## src/rtl/uart_frame_tx.sv

```systemverilog
// -----------------------------------------------------------------------------
// uart_frame_tx
// Parametrised serial message transmitter. A start request snapshots the
// payload, and the block then sends one message as LSB-first async frames:
//   header bytes (HDR, first byte in the top bits) -> payload bytes (MSB byte
//   first) -> optional LF, CR trailer.
// Each byte is sent as start bit, 8 data bits, an optional parity bit and
// STOP_BITS stop bits. Consecutive bytes can be separated by GAP_BITS idle bit
// periods.
//
// Ports
//   clk      system clock
//   rst      asynchronous active-low reset
//   start    message request, taken only while ready=1
//   data_in  payload; the first byte sent is data_in[8*DATA_BYTES-1 -: 8]
//   ready    idle and able to accept start (also high in the done cycle)
//   busy     message in progress (~ready)
//   done     one-cycle pulse at the end of a message
//   tx       serial line, idle high, driven straight from a flop
// -----------------------------------------------------------------------------
module uart_frame_tx #(
  parameter int CLK_DIV    = 868,
  parameter int DATA_BYTES = 7,
  parameter int HDR_BYTES  = 4,
  parameter logic [8*((HDR_BYTES > 0) ? HDR_BYTES : 1)-1:0] HDR = 32'h443D2020,
  parameter int TRAILER_EN = 1,
  parameter int PARITY     = 0,
  parameter int STOP_BITS  = 1,
  parameter int GAP_BITS   = 0
) (
  input  logic                    clk,
  input  logic                    rst,
  input  logic                    start,
  input  logic [8*DATA_BYTES-1:0] data_in,
  output logic                    ready,
  output logic                    busy,
  output logic                    done,
  output logic                    tx
);

  localparam int MSG_BYTES = HDR_BYTES + DATA_BYTES + ((TRAILER_EN != 0) ? 2 : 0);
  localparam int IDX_W     = (MSG_BYTES > 1) ? $clog2(MSG_BYTES) : 1;
  localparam int CNT_W     = $clog2(CLK_DIV);
  // One counter walks data bits, stop bits and gap periods in turn.
  localparam int BIT_W     = ($clog2(GAP_BITS + 1) > 3) ? $clog2(GAP_BITS + 1) : 3;

  typedef enum logic [2:0] {
    S_IDLE, S_LOAD, S_START, S_DATA, S_PARITY, S_STOP, S_GAP, S_DONE
  } state_e;

  state_e                  state_q, state_d;
  logic [CNT_W-1:0]        cnt_q, cnt_d;
  logic [BIT_W-1:0]        bit_q, bit_d;
  logic [IDX_W-1:0]        idx_q, idx_d;
  logic                    tx_q, tx_d;
  logic [8*DATA_BYTES-1:0] shadow_q;
  logic [7:0]              byte_q;

  logic tick;
  logic accept;
  logic par_bit;

  // Byte i of the message: header, then payload, then LF, CR.
  function automatic logic [7:0] msg_byte(input int i, input logic [8*DATA_BYTES-1:0] pl);
    if (i < HDR_BYTES)
      return HDR[8*(HDR_BYTES-1-i) +: 8];
    else if (i < HDR_BYTES + DATA_BYTES)
      return pl[8*(DATA_BYTES-1-(i-HDR_BYTES)) +: 8];
    else if (i == HDR_BYTES + DATA_BYTES)
      return 8'h0A;
    else
      return 8'h0D;
  endfunction

  assign ready   = (state_q == S_IDLE) || (state_q == S_DONE);
  assign busy    = ~ready;
  assign done    = (state_q == S_DONE);
  assign tx      = tx_q;
  assign accept  = ready && start;
  assign tick    = (cnt_q == CNT_W'(CLK_DIV - 1));
  assign par_bit = (^byte_q) ^ (PARITY == 2);

  // NOTE: sequential state uses non-blocking assignments so every flop samples
  // pre-edge values regardless of block ordering.
  always_ff @(posedge clk or negedge rst) begin
    if (!rst) begin
      state_q <= S_IDLE;
      cnt_q   <= '0;
      bit_q   <= '0;
      idx_q   <= '0;
      tx_q    <= 1'b1;
    end else begin
      state_q <= state_d;
      cnt_q   <= cnt_d;
      bit_q   <= bit_d;
      idx_q   <= idx_d;
      tx_q    <= tx_d;
    end
  end

  // NOTE: the payload snapshot and current byte carry no reset: each is always
  // written (on accept / in LOAD) before the control path reads it.
  always_ff @(posedge clk) begin
    if (accept)            shadow_q <= data_in;
    if (state_q == S_LOAD) byte_q   <= msg_byte(int'(idx_q), shadow_q);
  end

  // tx_d is the line level for the state being entered, so tx changes on the
  // same edge as the state and is never decoded combinationally.
  always_comb begin
    // NOTE: every output of this block gets a default first; a path that
    // leaves one unassigned would infer a latch.
    state_d = state_q;
    cnt_d   = tick ? '0 : cnt_q + CNT_W'(1);
    bit_d   = bit_q;
    idx_d   = idx_q;
    tx_d    = tx_q;

    unique case (state_q)
      S_IDLE, S_DONE: begin
        tx_d    = 1'b1;
        cnt_d   = '0;
        state_d = S_IDLE;
        if (start) begin
          idx_d   = '0;
          state_d = S_LOAD;
        end
      end

      // One cycle, line still high: counts as an extension of the stop level.
      S_LOAD: begin
        cnt_d   = '0;
        tx_d    = 1'b0;
        state_d = S_START;
      end

      S_START: begin
        if (tick) begin
          bit_d   = '0;
          tx_d    = byte_q[0];
          state_d = S_DATA;
        end
      end

      S_DATA: begin
        if (tick) begin
          if (bit_q == BIT_W'(7)) begin
            bit_d = '0;
            if (PARITY != 0) begin
              tx_d    = par_bit;
              state_d = S_PARITY;
            end else begin
              tx_d    = 1'b1;
              state_d = S_STOP;
            end
          end else begin
            bit_d = bit_q + BIT_W'(1);
            tx_d  = byte_q[bit_q[2:0] + 3'd1];
          end
        end
      end

      S_PARITY: begin
        if (tick) begin
          bit_d   = '0;
          tx_d    = 1'b1;
          state_d = S_STOP;
        end
      end

      S_STOP: begin
        if (tick) begin
          if (bit_q == BIT_W'(STOP_BITS - 1)) begin
            bit_d = '0;
            if (idx_q == IDX_W'(MSG_BYTES - 1)) begin
              state_d = S_DONE;
            end else if (GAP_BITS > 0) begin
              state_d = S_GAP;
            end else begin
              idx_d   = idx_q + IDX_W'(1);
              state_d = S_LOAD;
            end
          end else begin
            bit_d = bit_q + BIT_W'(1);
          end
        end
      end

      // Only entered between bytes, never after the last one.
      S_GAP: begin
        if (tick) begin
          if (bit_q == BIT_W'(GAP_BITS - 1)) begin
            bit_d   = '0;
            idx_d   = idx_q + IDX_W'(1);
            state_d = S_LOAD;
          end else begin
            bit_d = bit_q + BIT_W'(1);
          end
        end
      end

      default: begin
        tx_d    = 1'b1;
        state_d = S_IDLE;
      end
    endcase
  end

endmodule

```

## config.mk

```make
export PLATFORM = sky130hd
export DESIGN_NAME = uart_frame_tx
export DESIGN_NICKNAME = d
export VERILOG_FILES = /design/src/rtl/uart_frame_tx.sv
export SDC_FILE = /design/constraint.sdc
export NUM_CORES = 1
export LEC_CHECK = 0
export BUFFER_PORTS_ARGS = -buffer_cell sky130_fd_sc_hd__buf_2
export CAP_MARGIN = 40
export CELL_PAD_IN_SITES_DETAIL_PLACEMENT = 1
export CELL_PAD_IN_SITES_GLOBAL_PLACEMENT = 2
export CORE_MARGIN = 2
export CORE_UTILIZATION = 35
export CTS_CLUSTER_SIZE = 8
export DETAILED_ROUTE_END_ITERATION = 6
export PLACE_DENSITY = 0.74
export SYNTH_ARGS = -nofsm -noshare
export SYNTH_HDL_FRONTEND = slang
export SYNTH_SLANG_ARGS = --single-unit
```

## constraint.sdc

```tcl
create_clock -name clk -period 4.95 [get_ports clk]
set_input_delay 0.2475 -clock clk [delete_from_list [all_inputs] [get_ports clk]]
set_output_delay 0.2475 -clock clk [all_outputs]
set_load 0.1 [all_outputs]
```

* After elaboration in Yosys (flattened, before gate mapping) *
Index checks and enable logic that the tools add are counted.

storage, ports and cells
  bits in registers = 85
  input bits = 59
  logic and storage cells = 93
  output and inout port bits = 4

cells by class
  magnitude comparators = 3
  eq/ne operators = 23
  multiplexer cells = 36
  shift operators = 2
  add/sub/neg operators = 6
  reduce and logical (&&, ||, !) cells = 15
  bitwise operators = 1

operators with widths
  operator                                                                       number
  56-bit by 9-bit variable part select with 8-bit output                         1
  3-bit 2-to-1 mux                                                               15
  32-bit by 8-bit variable part select with 8-bit output (first input constant)  1
  4-bit 2-to-1 mux                                                               6
  3-bit one-hot mux with 7 select lines                                          1
  10-bit 2-to-1 mux                                                              2
  2-bit inequality test (second input constant)                                  10
  8-bit 2-to-1 mux                                                               2
  3-bit equality test (second input constant)                                    5
  4-bit one-hot mux with 3 select lines                                          1
  10-bit by 1-bit adder with 10-bit output (second input constant)               1
  10-bit equality test (second input constant)                                   1
  3-bit one-hot mux with 3 select lines                                          1
  4-bit equality test (second input constant)                                    2
  4-bit AND reduction                                                            2
  8-bit AND reduction                                                            1
  7-bit AND reduction                                                            1
  3-bit by 2-bit equality test with 1-bit output (second input constant)         2
  3-bit logical NOT                                                              2
  1-bit 2-to-1 mux                                                               6
  3-bit nonzero test                                                             2
  2-bit OR reduction                                                             3
  4-bit by 5-bit subtractor with 6-bit output (first input constant)             1
  1-bit one-hot mux with 5 select lines                                          1
  other kinds (15)                                                               16

* Logic depth before layout (Yosys ltp) *
Gate-level depths: netlist (run 1).

  word-level depth = 6
  mapped depth = 10
  gate-level depth less buffers = 7

* Worst setup path before layout (run 1) *
OpenSTA, ideal clock, no wires.

  path type = register to register
  start = register state_q[2]
  end = register shadow_q[0] (enable)
  path slack = -2.510 ns
  buffers on the path = 1
  data required time = 4.480 ns
  cell stages (with the launch flop) = 7
  period minus slack after synthesis = 7.460 ns
  library setup time = 0.470 ns
  data arrival time = 6.990 ns
  path through = dfrtp_1 clkbuf_1 nor2_1 inv_1 o21ai_0 inv_1 nor2_1

between the ends
  cells in the longest elaborated chain, start to end = 3
  elaborated cells on any way between the ends = 4
  those cells by class = eq/ne: 1; reduce/logical: 3

RTL lines
  what                                                             RTL line  RTL
  start: declaration                                               51        state_e state_q, state_d;
  start signal: assignment                                         93        state_q <= state_d;
  3-bit equality test / 3-bit logical NOT (equally long branches)  75        assign ready = (state_q == S_IDLE) || (state_q == S_DONE);
  1-bit logical OR (*)                                             75
  via ready                                                        35        output logic ready,
  1-bit logical AND (*)                                            79        assign accept = ready && start;
  via accept                                                       60        logic accept;
  end signal: assignment                                           104       if (accept) shadow_q <= data_in;
  end: declaration                                                 56        logic [8*DATA_BYTES-1:0] shadow_q;

Mark *: on every way through the listed nets, which the timed path passes. The rest lies on a longest branch.
A chain may end at the register's enable or synchronous reset.

* Worst setup path after layout (run 1) *
  start = register idx_q[0]
  end = register byte_q[2] (data pin)

between the ends
  cells in the longest elaborated chain, start to end = 5
  elaborated cells on any way between the ends = 11
  those cells by class = add/sub: 3; order compare: 2; eq/ne: 1; shift: 2; mux: 3

RTL lines
  what                                                    RTL line  RTL
  start: declaration                                      54        logic [IDX_W-1:0] idx_q, idx_d;
  start signal: assignment                                96        idx_q <= idx_d;
  4-bit by 3-bit subtractor with 5-bit output             68        return pl[8*(DATA_BYTES-1-(i-HDR_BYTES)) +: 8];
  4-bit by 5-bit subtractor with 6-bit output             68
  56-bit by 9-bit variable part select with 8-bit output  68
  8-bit 2-to-1 mux                                        67        else if (i < HDR_BYTES + DATA_BYTES)
  8-bit 2-to-1 mux (*)                                    65        if (i < HDR_BYTES)
  end signal: assignment                                  105       if (state_q == S_LOAD) byte_q <= msg_byte(int'(idx_q), shadow_q);
  end: declaration                                        57        logic [7:0] byte_q;

Every way passes the cells marked *; elsewhere a longest branch is shown, timed or not.

==> results of run 1 <==
-- power by group through the flow --
stage          combinational [mW]  sequential [mW]  clock (mW)
2_1_floorplan               0.181            0.893           0
3_3_place_gp                0.262            0.884           0
3_5_place_dp                0.270            0.886           0
4_1_cts                     0.272            0.871       0.708
5_1_grt                     0.300            0.879       0.735
6_report                    0.265            0.872       0.688
-- area by class of cell --
cell class	count	area, sq um	area share, %
repair buffers	67	350	7.42
inverters	16	60.1	1.27
flip-flops and latches	85	2450	51.8
well taps	140	175	3.71
clock buffers	9	225	4.77
multi-input cells	200	1380	29.3
clock inverters	7	81.3	1.72
-- cells in the mapped netlist, drive strengths merged (2+ instances only) --
master  instances
a21o            2
o31ai           2
nand4           6
o21ai          13
a31oi           4
mux2i           3
o22ai           3
inv            15
nand3          21
nor4            3
edfxtp         64
mux4            6
o211ai          6
mux2            5
nand2          28
xnor2           6
o311ai          2
nand2b          7
nor3            8
nand3b          2
and2            2
or4             2
a221oi          2
clkbuf          4
a311oi          2
nor2           25
dfrtp          20
a21oi          10
buf             9
ha             11
xor2            6
nor2b           2
or2             2
-- routing by layer --
layer / vias up / part of all wire, % / track usage (%)
met2: 67 / 48 / 25.3
li1: 1294 / - / -
met4: 0 / 1.4 / 6.16
met3: 6 / 4.5 / 3.59
met1: 1310 / 46 / 21.3
met5: - / 0 / 0
-- through the flow --
step / setup slack (ns) / power (mW) / hold WS, ns / util, %
after floorplan: 0.220 / 1.07 / -0.0481 / -
after global placement: 2.34 / 1.15 / 0.263 / 40.3
after detailed placement: 2.24 / 1.16 / 0.266 / 40.3
after CTS: 2.22 / 1.85 / 0.0660 / 43.2
after global routing: 2.07 / 1.91 / 0.0610 / 43.2
final: 2.27 / 1.83 / 0.0801 / 43.2
-- kinds of logic (layout without fill, tap and decap cells) --
logic type | Yosys count | in the layout | synth area share, %
simple gates | 113 | 113 | 14.5
mux | 14 | 14 | 5.59
compound gates | 50 | 50 | 8.34
fa+ha+maj | 11 | 11 | 3.48
flops | 85 | 85 | 61.8
xor+xnor | 12 | 12 | 2.84
buf+inv | 29 | 99 | 3.41
-- sequential cells by signal, indices dropped and copies added, names as in the netlist --
name,flops
bit_q,3
shadow_q,56
state_q,3
idx_q,4
cnt_q,10
byte_q,8
tx,1
-- critical path, delay by kind of cell (launching register included) --
kind,cells,cell delay [ns]
adders and majority gates,1,0.79
and+or+nand+nor,3,0.71
DFF,1,0.35
AOI/OAI and AO/OA,1,0.34
buffers and inverters,1,0.23
-- worst min path at each step --
stage | slack (ns) | end | start
CTS | 0.07 | shadow_q[28] | data_in[28]
floorplan | -0.05 | bit_q[0] | rst
global placement | 0.26 | cnt_q[4] | rst
finish | 0.08 | shadow_q[4] | data_in[4]
global route | 0.06 | shadow_q[46] | data_in[46]
detailed placement | 0.27 | cnt_q[2] | rst
==> results.py, run 1 <==
metrics = {
    "outcome": {
        "outcome": "finished clean",
    },
    "synthesis": {
        "synth_nets": 384,
        "ys.flop_type": "edfxtp_1",
        "ys_types": 52,
        "synthesis.instances": 314,
        "yosys_warnings": 0,
        "ys_seq_area_share_pct": 61.8,
        "syn_area_sq_um": 3960,
        "async_flop_share_pct": 24.7,
        "synth_area_leaders": "edfxtp_1 (49%), dfrtp_1 (13%), ha_1 (3.5%), mux4_2 (3.4%), nand2_1 (2.7%)",
        "synth.top_cell.area_share_pct": 48.5,
        "avgSynthCellArea_sq_um": 12.6,
        "synth_edf_count": 64,
        "synth.largest_area_cell": "edfxtp_1",
        "ys_ff_latch": 85,
    },
    "worst_setup_path": {
        "cp-startpoint": "idx_q[0]",
        "cp.arrival_ns": 2.76,
        "r2r_end": "byte_q[2]",
        "end_kind": "flop",
        "cp_slowest_cell": "ha_1",
        "rr_worst_depth": 6,
        "critPathMaxStageDelay_ns": 0.79,
        "cp-endpoint": "byte_q[2]",
        "critPathKind": "reg -> reg",
        "r2r_slack_ns": 2.27,
        "cp-start-kind": "flop",
        "critical_path.max_fanout": 18,
        "crit_chain": "clkinv_1 > ha_1 > nor2_1 > a221oi_1 > nor3_1 > or3b_2",
        "regToRegStartpoint": "idx_q[0]",
        "cp.required_ns": 5.02,
    },
    "global_routing": {
        "grt_pass1_wl_microns": 14400,
        "grt-ovfl-total": 0,
        "grt.total_usage_pct": 16.0,
        "grt_pass1_vias": 2797,
        "antenna_found_initial": 0,
        "grt_max_degree": 57,
    },
    "detailed_routing": {
        "via_per_inst": 5.11,
        "ant_nets": 0,
        "drt-total-wl_microns": 8760,
        "drt_iter0_drc": 80,
        "drt_pass1_iterations": 4,
        "avgRoutedWirePerCell_microns": 16.7,
        "drc": 0,
        "num_vias": 2677,
    },
    "placement": {
        "dp_cells": 507,
        "hpwl_microns": 6270,
        "port_buffers": 62,
        "gp_congestion": 0.775,
        "place_area_sq_um": 4410,
    },
    "finish": {
        "n_fill_cell": 1194,
        "area_growth_pct": 19.3,
        "final_cell_mix": "edfxtp_1 (64), buf_2 (62), nand2_1 (28)",
        "diodes": 0,
        "layout.nets": 449,
        "instances_no_fill": 524,
        "final_common_cell": "edfxtp_1",
        "layout-drive-gt1-share_pct": 26.6,
        "final_cell_area_sq_um": 4720,
    },
    "worst_hold_path": {
        "whs_path_depth": 1,
        "min_path_type": "in -> reg",
    },
    "sta": {
        "rsz0062_at_grt": "false",
        "fin_crit_sh_pct": 54.2,
        "clock.fmax_mhz": 373,
        "setup_violations": 0,
        "relSlewSlack_pct": 51.8,
        "slew_violations": 0,
        "hold_viol_final": 0,
        "clock_skew_ns": 0.00693,
        "worst_pin_slew_ns": 0.723,
        "fin_setup_tns_ns": 0,
        "fin_crit_ns": 2.68,
    },
    "power": {
        "p_comb_share_pct": 14.5,
        "p_int_mw": 1.32,
        "switchingPower_mw": 0.503,
        "p_per_area_nw_per_um2": 386,
        "netSwitchingFraction_pct": 27.6,
        "irDropWorstVdd_mv": 0.264,
        "p_leak_nw": 1.78,
        "seqPwrFrac_pct": 47.8,
        "clkPwrFrac_pct": 37.7,
    },
    "clock_network": {
        "cts-root-buf": "clkbuf_16",
        "clock_latency_ns": 0.34,
        "hold_buffers": 1,
        "clkSinkCount": 85,
        "post_cts_resized": 0,
        "cts_htree_levels": 3,
        "cts_setup_buffers": 0,
        "tritoncts": "built",
        "cts.clk_slew.worst_paths_ns": 0.07,
        "cts_buffer_depth": 2,
        "cts_buffers": 9,
    },
    "floorplan": {
        "initial_core_util_pct": 36.2,
        "die-height_microns": 110,
        "rows": 38,
        "fp.coreArea_sq_um": 10900,
        "ios": 63,
        "dieArea_sq_um": 12200,
        "die_w_microns": 110,
    },
    "run": {
        "maxCapViolations": 0,
    },
}
No activity file was read; power rests on OpenSTA's default activity.
==> run 2: changes to the inputs <==
--- a/config.mk
+++ b/config.mk
@@ -10,10 +10,10 @@
 export CELL_PAD_IN_SITES_DETAIL_PLACEMENT = 1
 export CELL_PAD_IN_SITES_GLOBAL_PLACEMENT = 2
 export CORE_MARGIN = 2
-export CORE_UTILIZATION = 35
+export CORE_UTILIZATION = 34
 export CTS_CLUSTER_SIZE = 8
 export DETAILED_ROUTE_END_ITERATION = 6
-export PLACE_DENSITY = 0.74
+export PLACE_DENSITY = 0.75
 export SYNTH_ARGS = -nofsm -noshare
 export SYNTH_HDL_FRONTEND = slang
 export SYNTH_SLANG_ARGS = --single-unit
==> constraint.sdc (replaced) <==
create_clock -name clk -period 2.25 [get_ports clk]
set_input_delay 0.1125 -clock clk [delete_from_list [all_inputs] [get_ports clk]]
set_output_delay 0.1125 -clock clk [all_outputs]
set_load 0.1 [all_outputs]
==> run 2 against run 1 <==
  * Total power increased by 130%
  * Design area increased by 16%
  * Die area increased by 2.8%
  * Highest routed layer unchanged
==> results.py, run 2 (synthesis gave the netlist of run 1 again) <==
metrics = {
    "sta": {
        "fin_crit_sh_pct": 92.3,
        "clock_skew_ns": 0.00522,
        "relSlewSlack_pct": 64.8,
        "setup_ws_ns": 0.174,
        "fin_crit_ns": 2.08,
        "finalHoldWorstSlack_ns": 0.0988,
        "fin_setup_tns_ns": 0,
        "hold_viol_final": 0,
        "worst_pin_slew_ns": 0.528,
        "rsz0062_at_grt": "false",
        "slew_violations": 0,
        "setup_violations": 0,
        "clock.fmax_mhz": 482,
    },
    "placement": {
        "port_buffers": 62,
        "place_area_sq_um": 4580,
        "dp_cells": 527,
        "dp_slack_ns": 0.138,
        "gp_congestion": 0.824,
        "hpwl_microns": 6780,
    },
    "worst_setup_path": {
        "end_kind": "flop",
        "critical_path.max_fanout": 4,
        "regToRegStartpoint": "idx_q[2]",
        "cp-start-kind": "flop",
        "cp.required_ns": 2.46,
        "cp.arrival_ns": 2.29,
        "critPathKind": "reg -> reg",
        "r2r_slack_ns": 0.17,
        "cp-startpoint": "idx_q[2]",
        "cp-endpoint": "byte_q[2]",
        "rr_worst_depth": 6,
        "r2r_end": "byte_q[2]",
    },
    "global_routing": {
        "grt_max_degree": 57,
        "grt_pass1_wl_microns": 17300,
        "grt.total_usage_pct": 17.9,
        "grt-ovfl-total": 0,
        "grt_pass1_vias": 3361,
        "antenna_found_initial": 0,
    },
    "finish": {
        "layout-drive-gt1-share_pct": 26.9,
        "area_growth_pct": 37.9,
        "diodes": 0,
        "max_flop_register": "shadow_q",
        "fin_util_pct": 48.0,
        "layout.nets": 523,
        "final_cell_area_sq_um": 5460,
        "n_fill_cell": 1172,
        "final_cell_mix": "edfxtp_1 (64), buf_2 (62), dlygate4sd3_1 (57)",
        "final_common_cell": "edfxtp_1",
        "largest_reg_flops": 56,
        "largestRegisters": "shadow_q x56, cnt_q x10, byte_q x8",
        "instances_no_fill": 601,
    },
    "detailed_routing": {
        "drc": 0,
        "drt_iter0_drc": 118,
        "drt_pass1_iterations": 4,
        "avgRoutedWirePerCell_microns": 17.1,
        "ant_nets": 0,
        "via_per_inst": 4.99,
        "num_vias": 3001,
        "drt-total-wl_microns": 10300,
    },
    "power": {
        "irDropWorstVdd_mv": 0.433,
        "p_per_area_nw_per_um2": 762,
        "p_leak_nw": 2.10,
        "p_total_mw": 4.16,
    },
    "floorplan": {
        "fp.coreArea_sq_um": 11400,
        "die_w_microns": 112,
        "ios": 63,
        "die-height_microns": 112,
        "initial_core_util_pct": 34.8,
        "rows": 39,
        "dieArea_sq_um": 12500,
    },
    "clock_network": {
        "tritoncts": "built",
        "cts_buffers": 9,
        "cts-root-buf": "clkbuf_16",
        "clkSinkCount": 85,
        "cts_buffer_depth": 2,
        "post_cts_resized": 0,
        "cts.clk_slew.worst_paths_ns": 0.07,
        "clock_latency_ns": 0.34,
        "cts_htree_levels": 3,
    },
    "worst_hold_path": {
        "min_path_type": "in -> reg",
    },
    "outcome": {
        "outcome": "finished clean",
    },
    "run": {
        "maxCapViolations": 0,
    },
}
## run 2: cell count changes in the layout (fill, tap and decap cells not counted), sizes merged
| cell | delta |
|---|---|
| buf | +18 |
| clkinv | +2 |
| inv | -3 |
| clkinvlp | +1 |
| dlygate4sd3 | +56 |
## run 2: final cells by class
| class | instances | area [sq um] | area share [%] |
|---|---|---|---|
| inverter | 16 | 67.6 | 1.24 |
| sequential | 85 | 2450 | 44.8 |
| clock buffer | 9 | 225 | 4.12 |
| tap | 143 | 179 | 3.28 |
| clock inverter | 7 | 76.3 | 1.40 |
| timing repair buffer | 141 | 1060 | 19.4 |
| multi-input combinational | 200 | 1410 | 25.8 |
## run 2: critical path, stage by stage, from the launching register on
cell and delay (ns):
dfrtp_1 0.39, inv_1 0.14, ha_1 0.29, xor2_2 0.21, or4_4 0.56, nor3_1 0.22, or3b_2 0.15
## run 2: layer usage
metal  vias up  part of all wire, %  GRT usage (%)  routed length (microns)
met3        18                  3.3           3.21                      335
li1       1445                    -              -                        -
met5         -                    0              0                        0
met1      1472                   43           21.5                     4440
met4         0                  2.2           7.41                      227
met2        66                   51           31.5                     5300
## run 2: worst min path at each step
stage           from         end  slack [ns]  cells after the start
2_1_floorplan    rst    bit_q[0]       -0.18                      0
3_3_place_gp     rst    cnt_q[4]        0.12                      1
3_5_place_dp     rst  state_q[0]        0.14                      1
4_1_cts        start  state_q[0]        0.09                      2
5_1_grt        start  state_q[0]        0.11                      2
6_report       start  state_q[0]         0.1                      2
## run 2: where the power goes
group          switching, mW  leakage [nW]  internal, mW  total [mW]
Combinational          0.410          1.12         0.358       0.768
Sequential             0.106         0.839          1.79        1.89
Clock                  0.636         0.143         0.864        1.50
Total                   1.15          2.10          3.01        4.16
## run 2: repair_timing
item,in CTS,in global routing
endpoints found under the hold margin,76,0
endpoints found under the setup margin,0,1
hold buffers,57,0
buffers inserted,0,1
==> run 3: changes to the inputs <==
--- a/config.mk
+++ b/config.mk
@@ -14,6 +14,7 @@
 export CTS_CLUSTER_SIZE = 8
 export DETAILED_ROUTE_END_ITERATION = 6
 export PLACE_DENSITY = 0.75
+export RECOVER_POWER = 100
 export SYNTH_ARGS = -nofsm -noshare
 export SYNTH_HDL_FRONTEND = slang
 export SYNTH_SLANG_ARGS = --single-unit
==> run 3 against run 2 <==
  * Flip-flop and latch count stayed put
  * Critical path type unchanged
  * Design area is 0.78% lower
  * Sequential power hardly changed
  * Core utilization is 0.37 points lower
  * Critical endpoint is now byte_q[6]
  * Largest power group unchanged
  * Register-to-register slack worse by 0.04 ns
  * Global-route usage stayed put
  * Clock skew hardly changed
  * Worst setup slack worse by 0.044 ns
==> results.py, run 3 (synthesis gave the netlist of run 1 again) <==
metrics = {
    "finish": {
        "n_fill_cell": 1183,
        "diodes": 0,
        "final_cell_mix": "edfxtp_1 (64), dlygate4sd3_1 (57), buf_2 (48)",
        "largest_reg_flops": 56,
        "final_common_cell": "edfxtp_1",
        "layout-drive-gt1-share_pct": 23.4,
        "layout.nets": 523,
        "area_growth_pct": 36.9,
        "largestRegisters": "shadow_q x56, cnt_q x10, byte_q x8",
        "max_flop_register": "shadow_q",
        "instances_no_fill": 601,
    },
    "sta": {
        "finalHoldWorstSlack_ns": 0.0991,
        "slew_violations": 0,
        "relSlewSlack_pct": 16.3,
        "clock_skew_ns": 0.00530,
        "setup_ws_ns": 0.130,
        "worst_pin_slew_ns": 1.26,
        "fin_crit_sh_pct": 94.2,
        "clock.fmax_mhz": 472,
        "hold_viol_final": 0,
        "rsz0062_at_grt": "false",
        "setup_violations": 0,
        "fin_crit_ns": 2.12,
        "fin_setup_tns_ns": 0,
    },
    "floorplan": {
        "dieArea_sq_um": 12500,
        "ios": 63,
        "rows": 39,
        "fp.coreArea_sq_um": 11400,
        "initial_core_util_pct": 34.8,
        "die-height_microns": 112,
        "die_w_microns": 112,
    },
    "clock_network": {
        "cts_buffer_depth": 2,
        "tritoncts": "built",
        "clock_latency_ns": 0.34,
        "post_cts_resized": 0,
        "cts_htree_levels": 3,
        "clkSinkCount": 85,
        "cts.clk_slew.worst_paths_ns": 0.07,
        "cts-root-buf": "clkbuf_16",
        "cts_buffers": 9,
    },
    "detailed_routing": {
        "drt_iter0_drc": 125,
        "ant_nets": 0,
        "drt-total-wl_microns": 10300,
        "drc": 0,
        "num_vias": 2999,
        "avgRoutedWirePerCell_microns": 17.1,
        "drt_pass1_iterations": 4,
        "via_per_inst": 4.99,
    },
    "worst_setup_path": {
        "cp.required_ns": 2.34,
        "r2r_slack_ns": 0.13,
        "r2r_end": "byte_q[6]",
        "end_kind": "flop",
        "crit_cells": 6,
        "cp-start-kind": "flop",
        "regToRegStartpoint": "idx_q[0]",
        "rr_worst_depth": 6,
        "crit_family": "flip-flops",
        "cp-startpoint": "idx_q[0]",
        "crit_chain": "ha_1 > xor2_1 > buf_2 > mux4_2 > a21oi_1 > o21ai_0",
        "critPathKind": "reg -> reg",
        "cp.arrival_ns": 2.21,
        "cp-endpoint": "byte_q[6]",
        "cp_slowest_cell": "dfrtp_1",
        "critPathMaxStageDelay_ns": 0.43,
        "critical_path.max_fanout": 14,
        "worst-path-buf-inv": 1,
    },
    "worst_hold_path": {
        "whs_path_depth": 2,
        "min_path_type": "in -> reg",
    },
    "power": {
        "p_total_mw": 4.15,
        "irDropWorstVdd_mv": 0.436,
        "p_per_area_nw_per_um2": 766,
        "p_leak_nw": 2.06,
    },
    "placement": {
        "dp_slack_ns": 0.138,
        "dp_cells": 527,
        "gp_congestion": 0.824,
        "hpwl_microns": 6780,
        "port_buffers": 62,
    },
    "global_routing": {
        "grt.total_usage_pct": 17.9,
        "grt_pass1_vias": 3361,
        "grt-ovfl-total": 0,
        "grt_max_degree": 57,
        "antenna_found_initial": 0,
        "grt_pass1_wl_microns": 17300,
    },
    "outcome": {
        "outcome": "finished clean",
    },
    "run": {
        "maxCapViolations": 0,
    },
}
## run 3: repair_timing
action | in CTS | in global routing
hold buffers | 57 | 0
setup buffers | 0 | 1
endpoints found under the setup margin | 0 | 1
endpoints found under the hold margin | 76 | 0
## run 3: power by group
group	internal [mW]	switching (mW)	total, mW
combinational	0.353	0.407	0.760
clock	0.864	0.637	1.50
sequential	1.79	0.105	1.89
total	3.00	1.15	4.15
## run 3: area by class of cell
type	instances	area, sq um	share of cell area [%]
clock buffer	9	225	4.16
clock inverter	7	76.3	1.41
inverter	16	67.6	1.25
multi-input combinational	200	1400	25.8
sequential	85	2450	45.2
tap	143	179	3.30
timing repair buffer	141	1020	18.9
## run 3: worst reg2reg max path, delay by kind of cell, from the launching register on
family / cells / cell delay, ns
muxes: 1 / 0.39
DFF: 1 / 0.43
adders and majority gates: 1 / 0.29
xor gates and xnor gates: 1 / 0.16
AOI/OAI and AO/OA: 2 / 0.27
buffers and inverters: 1 / 0.31
## run 3: stage by stage
| step | cell area (sq um) | utilization (%) |
|---|---|---|
| 2_1_floorplan | 4010 | - |
| 3_3_place_gp | 4580 | 40.3 |
| 3_5_place_dp | 4580 | 40.3 |
| 4_1_cts | 5460 | 48.0 |
| 5_1_grt | 5420 | 47.7 |
| 6_report | 5420 | 47.7 |
## run 3: worst min path at each step
stage	from	end
floorplan	rst	bit_q[0]
global placement	rst	cnt_q[4]
detailed placement	rst	state_q[0]
CTS	start	state_q[0]
global route	start	state_q[0]
finish	start	state_q[0]
## run 3: metal layers
layer | track usage [%] | vias up | part of all wire [%]
met5 | 0 | - | 0
met4 | 7.41 | 0 | 1.9
met3 | 3.21 | 16 | 3.2
met2 | 31.5 | 66 | 52
met1 | 21.5 | 1469 | 43
li1 | - | 1448 | -
